## src/rtl/hhk_pkg.sv

```systemverilog
// Shared definitions for the hhk accumulate/unwind counter pair.
// State encoding and default datapath width live here so both blocks agree.
package hhk_pkg;

  localparam int HHK_W = 17;

  typedef enum logic [1:0] {
    IDLE = 2'd0,
    RUN  = 2'd1,
    DONE = 2'd2
  } hhk_state_t;

endpackage

```

## src/rtl/hhk_unwind.sv

```systemverilog
// Recovers A = SUM - B by moving one unit per cycle out of res into cnt until cnt == B.
// Start/busy/done handshake; B > SUM is flagged as underflow without running.
module hhk_unwind
  import hhk_pkg::*;
#(
  parameter int W = HHK_W
) (
  input  logic         clk,
  input  logic         rst,
  input  logic         start,
  input  logic [W-1:0] sum_in,
  input  logic [W-1:0] part_in,
  output logic         busy,
  output logic         done,
  output logic         underflow,
  output logic [W-1:0] res,
  output logic [W-1:0] cnt
);

  localparam logic [W-1:0] ONE_W = W'(1);

  hhk_state_t   state_reg, state_next;
  logic [W-1:0] res_reg, res_next;
  logic [W-1:0] cnt_reg, cnt_next;
  logic [W-1:0] sum_q, sum_next;
  logic [W-1:0] part_q, part_next;
  logic         uf_reg, uf_next;

  always_ff @(posedge clk) begin
    if (rst) begin
      state_reg <= IDLE;
      res_reg   <= '0;
      cnt_reg   <= '0;
      sum_q     <= '0;
      part_q    <= '0;
      uf_reg    <= 1'b0;
    end else begin
      state_reg <= state_next;
      res_reg   <= res_next;
      cnt_reg   <= cnt_next;
      sum_q     <= sum_next;
      part_q    <= part_next;
      uf_reg    <= uf_next;
    end
  end

  always_comb begin
    state_next = state_reg;
    res_next   = res_reg;
    cnt_next   = cnt_reg;
    sum_next   = sum_q;
    part_next  = part_q;
    uf_next    = uf_reg;
    case (state_reg)
      IDLE: begin
        if (start) begin
          sum_next  = sum_in;
          part_next = part_in;
          res_next  = sum_in;
          cnt_next  = '0;
          // The upfront compare is what keeps res from ever decrementing past zero.
          if (part_in > sum_in) begin
            uf_next    = 1'b1;
            state_next = DONE;
          end else if (part_in == '0) begin
            uf_next    = 1'b0;
            state_next = DONE;
          end else begin
            uf_next    = 1'b0;
            state_next = RUN;
          end
        end
      end
      RUN: begin
        res_next = res_reg - ONE_W;
        cnt_next = cnt_reg + ONE_W;
        if (cnt_next == part_q) begin
          state_next = DONE;
        end
      end
      DONE: begin
        state_next = IDLE;
      end
      default: begin
        state_next = IDLE;
      end
    endcase
  end

  assign busy      = (state_reg == RUN);
  assign done      = (state_reg == DONE);
  assign underflow = uf_reg;
  assign res       = res_reg;
  assign cnt       = cnt_reg;

`ifndef SYNTHESIS
  logic done_prev;

  always @(posedge clk) begin
    if (rst) begin
      done_prev <= 1'b0;
    end else begin
      done_prev <= done;
      if (busy) begin
        assert (({1'b0, res_reg} + {1'b0, cnt_reg}) == {1'b0, sum_q})
          else $error("P1 res+cnt drifted from sum_q");
        assert (!done) else $error("P4 busy and done together");
      end
      if (done && !uf_reg) begin
        assert (res_reg == sum_q - part_q && cnt_reg == part_q)
          else $error("P2 wrong result at done");
      end
      if (done && uf_reg) begin
        assert (part_q > sum_q && cnt_reg == '0)
          else $error("P3 inconsistent underflow at done");
      end
      assert (!(done && done_prev)) else $error("P4 done longer than one cycle");
    end
  end
`endif

endmodule

```

## config.mk

```make
export PLATFORM = sky130hd
export DESIGN_NAME = hhk_unwind
export DESIGN_NICKNAME = d
export VERILOG_FILES = /design/src/rtl/hhk_pkg.sv /design/src/rtl/hhk_unwind.sv
export SDC_FILE = /design/constraint.sdc
export NUM_CORES = 1
export LEC_CHECK = 0
export CORE_MARGIN = 4
export CORE_UTILIZATION = 52
export DETAILED_ROUTE_END_ITERATION = 10
export PLACE_DENSITY_LB_ADDON = 0.08
export SETUP_SLACK_MARGIN = 0.4
export SLEW_MARGIN = 15
export SYNTH_ARGS = -nofsm -noshare
export SYNTH_HDL_FRONTEND = slang
export SYNTH_SLANG_ARGS = --single-unit
```

## constraint.sdc

```tcl
create_clock -name clk -period 2.65 [get_ports clk]
set_input_delay 0.53 -clock clk [delete_from_list [all_inputs] [get_ports clk]]
set_output_delay 0.53 -clock clk [all_outputs]
set_load 0.005 [all_outputs]
```

==> run summary, run 1 <==
Worst Hold Depth = 2
Hold EP = part_q[2]
Slew HR = 53.6%
asr flop ratio synth = 0%
setup TNS = 0 ps
final count of pins violating max slew = 0
die area = 8070 um^2
vias in the first global route = 3,435
Final Power = 2.40 mW
post-synthesis instance area = 3480 um^2
Synth cell types = 48
crit path max fanout = 3
worst path required time = 2830 ps
DP HPWL = 7520 um
worst hold-check path type = flip-flop to flip-flop
Root Driver = clkbuf_8
PD cells = 533 nW/um^2
Post-synth EDFFs = 0
cell count after synthesis = 468
TritonCTS clock tree = built
Reg clk slew, reported paths = 110 ps
routability congestion estimate = 0.907
Hold Fails Final Rpt = 0
fin nets = 595
later-pin clock latency in the skew report = 320 ps
Crit path arrival time = 2390 ps
R2R depth = 8
ANT cells = 0
Yosys top cell area share = 31.0%
area grow syn2layout = 29.6%
Synth top cells by count = nand2_1, a21oi_1, dfxtp_1
crit path kind = input pin to flip-flop
antenna-violating nets left = 0
Util after Layout = 70.3%
core area = 6420 um^2
Worst Tran Pin Value = 695 ps
yosys warns = 0
# Max-Cap Violations = 0
register bit total from synthesis = 54
grt ovf = 0
Post-CTS Hold Buffers = 0
Avg Vias per Cell = 6.08
ys flop type = dfxtp_1
Max IR drop VDD = 282 uV
clk buf depth = 2
Finish-stage setup viols = 0
clk_skew = 11.9 ps
Area contributors post-synth = dfxtp_1, a21oi_1, ha_1
CTS buffer count = 5
die width = 89.8 um
Mapped Nets = 524
Clock Sinks = 54
drt wl/cell = 16.6 um
post-synthesis sequential area ratio = 31.0%
status = finished, final reports clean
r2r startpoint = cnt[0]
top-count cell post-synth = nand2_1
row count = 29
# IOs = 74
worst r2r dst = state_reg[1]
fmax = 452 MHz
Worst setup SP type = input pin
Pleak = 1.77 nW
GRT Util Overall = 25.1%
drt first pass iters = 5
Initial Util = 54.2%
minimum clock period = 2210 ps
initial antenna violation count = 0
PortBufs = 73
initial DRC count = 280
reg2reg setup slack = 460 ps
Die Y = 89.8 um
Yosys top cell by area = dfxtp_1
via count = 3,753
FILL cells = 557
maximum number of pins on one net before global-route repair = 32
first-pass GRT wire length = 17,000 um
RSZ-0062 raised after global routing = yes
Post-Route WL = 10,200 um
DRC = 0
Synth Area per Inst = 7.44 um^2
HP Start = part_q[2]
htree depth = 2
share of layout cells above drive strength 1 = 10.9%
crit end category = flip-flop
crit share post-route = 83.4%
==> cells by family after synthesis <==
logic type,after synthesis,share of synthesized area [%]
XOR/XNOR,23,5.78
AO/OA/AOI/OAI,134,23.9
multiplexers,2,0.575
buffers and inverters,55,7.22
AND/OR/NAND/NOR,181,24.7
flip-flops,54,31.0
adder cells (fa/ha/maj),19,6.82
==> power by group <==
part           internal [mW]  switching (mW)
combinational          0.385           0.488
sequential             0.887          0.0762
clock                  0.283           0.286
total                   1.55           0.850
==> final cells by class <==
class | count | area (um^2) | share of cell area (%)
sequential | 54 | 1090 | 24.1
tap | 77 | 96.3 | 2.13
clock inverter | 2 | 37.5 | 0.831
clock buffer | 6 | 72.6 | 1.61
inverter | 27 | 104 | 2.30
timing repair buffer | 92 | 886 | 19.6
multi-input combinational | 359 | 2230 | 49.5
==> metal layers <==
layer  track usage, %  vias up  part of all wire (%)
li1                 -     1821                     -
met4             6.39        0                  0.79
met1             35.5     1776                    46
met2             39.5      146                    46
met5                0        -                     0
met3             4.34       10                   7.5
==> worst max-delay path: stages <==
cell,delay (ps)
clkdlybuf4s50_1,470
ha_1,330
and3_1,180
a221o_1,360
a21oi_2,160
a31oi_2,110
nor2_2,180
a2111oi_2,80
==> through the flow <==
stage / worst slack, ps / area, um^2 / instances / hold slack [ps]
after floorplan: 401 / 3490 / 468 / 448
after global placement: 54.5 / 4300 / 609 / 463
after detailed placement: 1.05 / 4300 / 609 / 463
after CTS: 356 / 4450 / 617 / 477
after global routing: 339 / 4520 / 617 / 498
final: 439 / 4520 / 617 / 474
==> what timing repair did <==
item	CTS	global route
pin swaps	5	9
setup buffers	0	0
setup endpoints to repair	3	14
resized for setup	7	24
==> cells in the final DEF, fill, tap and decap left out, types with 5 or more instances in the layout <==
master and n:
clkdlybuf4s50_1 65, nand2_1 63, a21oi_1 60, dfxtp_1 50, nor2_1 36, o21ai_0 25, inv_1 23, buf_4 19
ha_1 18, xnor2_1 17, nor3_1 15, nand3_1 14, nor4_1 11, nand4_1 10, a21o_1 7, dlymetal6s2s_1 7
o22ai_1 6, a31oi_1 6, xor2_1 6, clkbuf_8 5
==> worst max-delay path by stage <==
stage | from | endpoint | slack (ps) | depth (start not counted)
3_5_place_dp | sum_in[3] | state_reg[1] | 1 | 9
5_1_grt | cnt[0] | state_reg[1] | 340 | 8
4_1_cts | sum_in[3] | state_reg[1] | 360 | 9
2_1_floorplan | cnt[1] | state_reg[1] | 400 | 8
3_3_place_gp | sum_in[3] | state_reg[1] | 50 | 9
6_report | part_in[3] | state_reg[1] | 440 | 8
No activity file was read; power rests on OpenSTA's default activity.
==> run 2: changes to the inputs <==
clock period = 2.3 ns   (was 2.65 ns; I/O delays follow)
==> run summary, run 2 (synthesis gave the netlist of run 1 again) <==
antenna-violating nets left = 0
final count of pins violating max slew = 0
commonest non-fill, non-tap cell in the layout = nand2_1
Final Power = 2.94 mW
initial DRC count = 350
Slew HR = 63.8%
Crit path arrival time = 2410 ps
most frequent cells in the layout = nand2_1, a21oi_1, buf_4, dfxtp_1, clkdlybuf4s50_1
Avg Vias per Cell = 6.16
TritonCTS clock tree = built
share of layout cells above drive strength 1 = 24.5%
RSZ-0062 raised after global routing = yes
core area = 6420 um^2
fin cells = 652
Finish-stage setup viols = 0
DRC = 0
Post-Route WL = 11,600 um
worst path required time = 2530 ps
Post-CTS Hold Buffers = 0
maximum number of pins on one net before global-route repair = 36
Initial Util = 54.2%
drt first pass iters = 6
status = finished, final reports clean
initial antenna violation count = 0
FILL cells = 482
routability congestion estimate = 0.922
CTS buffer count = 5
die width = 89.8 um
htree depth = 2
first-pass GRT wire length = 18,800 um
row count = 29
clk buf depth = 2
crit share post-route = 94.9%
# Max-Cap Violations = 0
crit path max fanout = 5
setup ws final = 117 ps
PD cells = 597 nW/um^2
setup TNS = 0 ps
grt ovf = 0
Clock Sinks = 54
clk_skew = 7.92 ps
Min Hold Slack = 416 ps
minimum clock period = 2180 ps
Pleak = 1.95 nW
Max IR drop VDD = 353 uV
ANT cells = 0
Worst setup SP type = flip-flop
Die Y = 89.8 um
PortBufs = 73
# IOs = 74
Reg clk slew, reported paths = 110 ps
Hold Fails Final Rpt = 0
later-pin clock latency in the skew report = 330 ps
drt wl/cell = 17.9 um
fmax = 458 MHz
GRT Util Overall = 27.9%
Root Driver = clkbuf_8
via count = 4,018
die area = 8070 um^2
vias in the first global route = 3,904
DP HPWL = 8120 um
worst hold-check path type = input pin to flip-flop
fin nets = 630
crit end category = flip-flop
Worst Tran Pin Value = 541 ps
post-placement cell count = 634
area grow syn2layout = 41.5%
crit path kind = flip-flop to flip-flop
worst slack, placed = -286 ps
==> run 2: cell types whose count changed in the layout (fill, tap and decap cells not counted), sizes merged <==
cell and change:
dlymetal6s2s -4, buf +35, clkdlybuf4s50 -27, clkdlybuf4s15 +5
clkbuf +8, dlygate4sd2 +18
==> run 2: timing repair <==
action / in CTS / in global routing
gates resized for setup: 59 / 55
pin swaps: 19 / 29
setup endpoints to repair: 23 / 30
setup buffers: 5 / 5
==> run 2: layout make-up <==
| cell class | instances | area, um^2 | area share [%] |
|---|---|---|---|
| Clock buffer | 6 | 72.6 | 1.47 |
| Clock inverter | 2 | 37.5 | 0.762 |
| Inverter | 27 | 104 | 2.11 |
| Multi-Input combinational cell | 359 | 2430 | 49.3 |
| Sequential cell | 54 | 1100 | 22.3 |
| Tap cell | 77 | 96.3 | 1.96 |
| Timing Repair Buffer | 127 | 1090 | 22.1 |
==> run 2: stage by stage <==
step | util, % | cell area [um^2]
after floorplan | - | 3540
after global placement | 70.8 | 4550
after detailed placement | 70.8 | 4550
after CTS | 74.7 | 4800
after global routing | 76.7 | 4930
final | 76.7 | 4930
==> run 2: final timing paths <==
check / cells past startpoint / end / slack, ps / start
max reg2reg: 8 / state_reg[0] / 120 / cnt[0]
min: 3 / res[12] / 420 / sum_in[12]
min reg2reg: 2 / part_q[9] / 470 / part_q[9]
max: 8 / state_reg[0] / 120 / cnt[0]
==> run 2: per-layer routing <==
metal  wire [um]  GRT usage [%]
met5           0              0
met4         264           11.1
met3        1140           5.26
met2        5440           44.0
met1        4790           37.8
==> run 2: critical path, cell delays in order (launching register included) <==
cell	delay, ps
dfxtp_2	370
ha_4	150
and3_4	220
nand2_4	80
a2111oi_4	410
nand3_2	140
a2111oi_4	300
a31oi_2	160
a22o_2	260
==> run 2: where the power goes <==
group          leakage, nW  internal [mW]  total (mW)  switching [mW]
clock               0.0514          0.326       0.675           0.349
combinational         1.45          0.518        1.14           0.624
sequential           0.447           1.03        1.12          0.0976
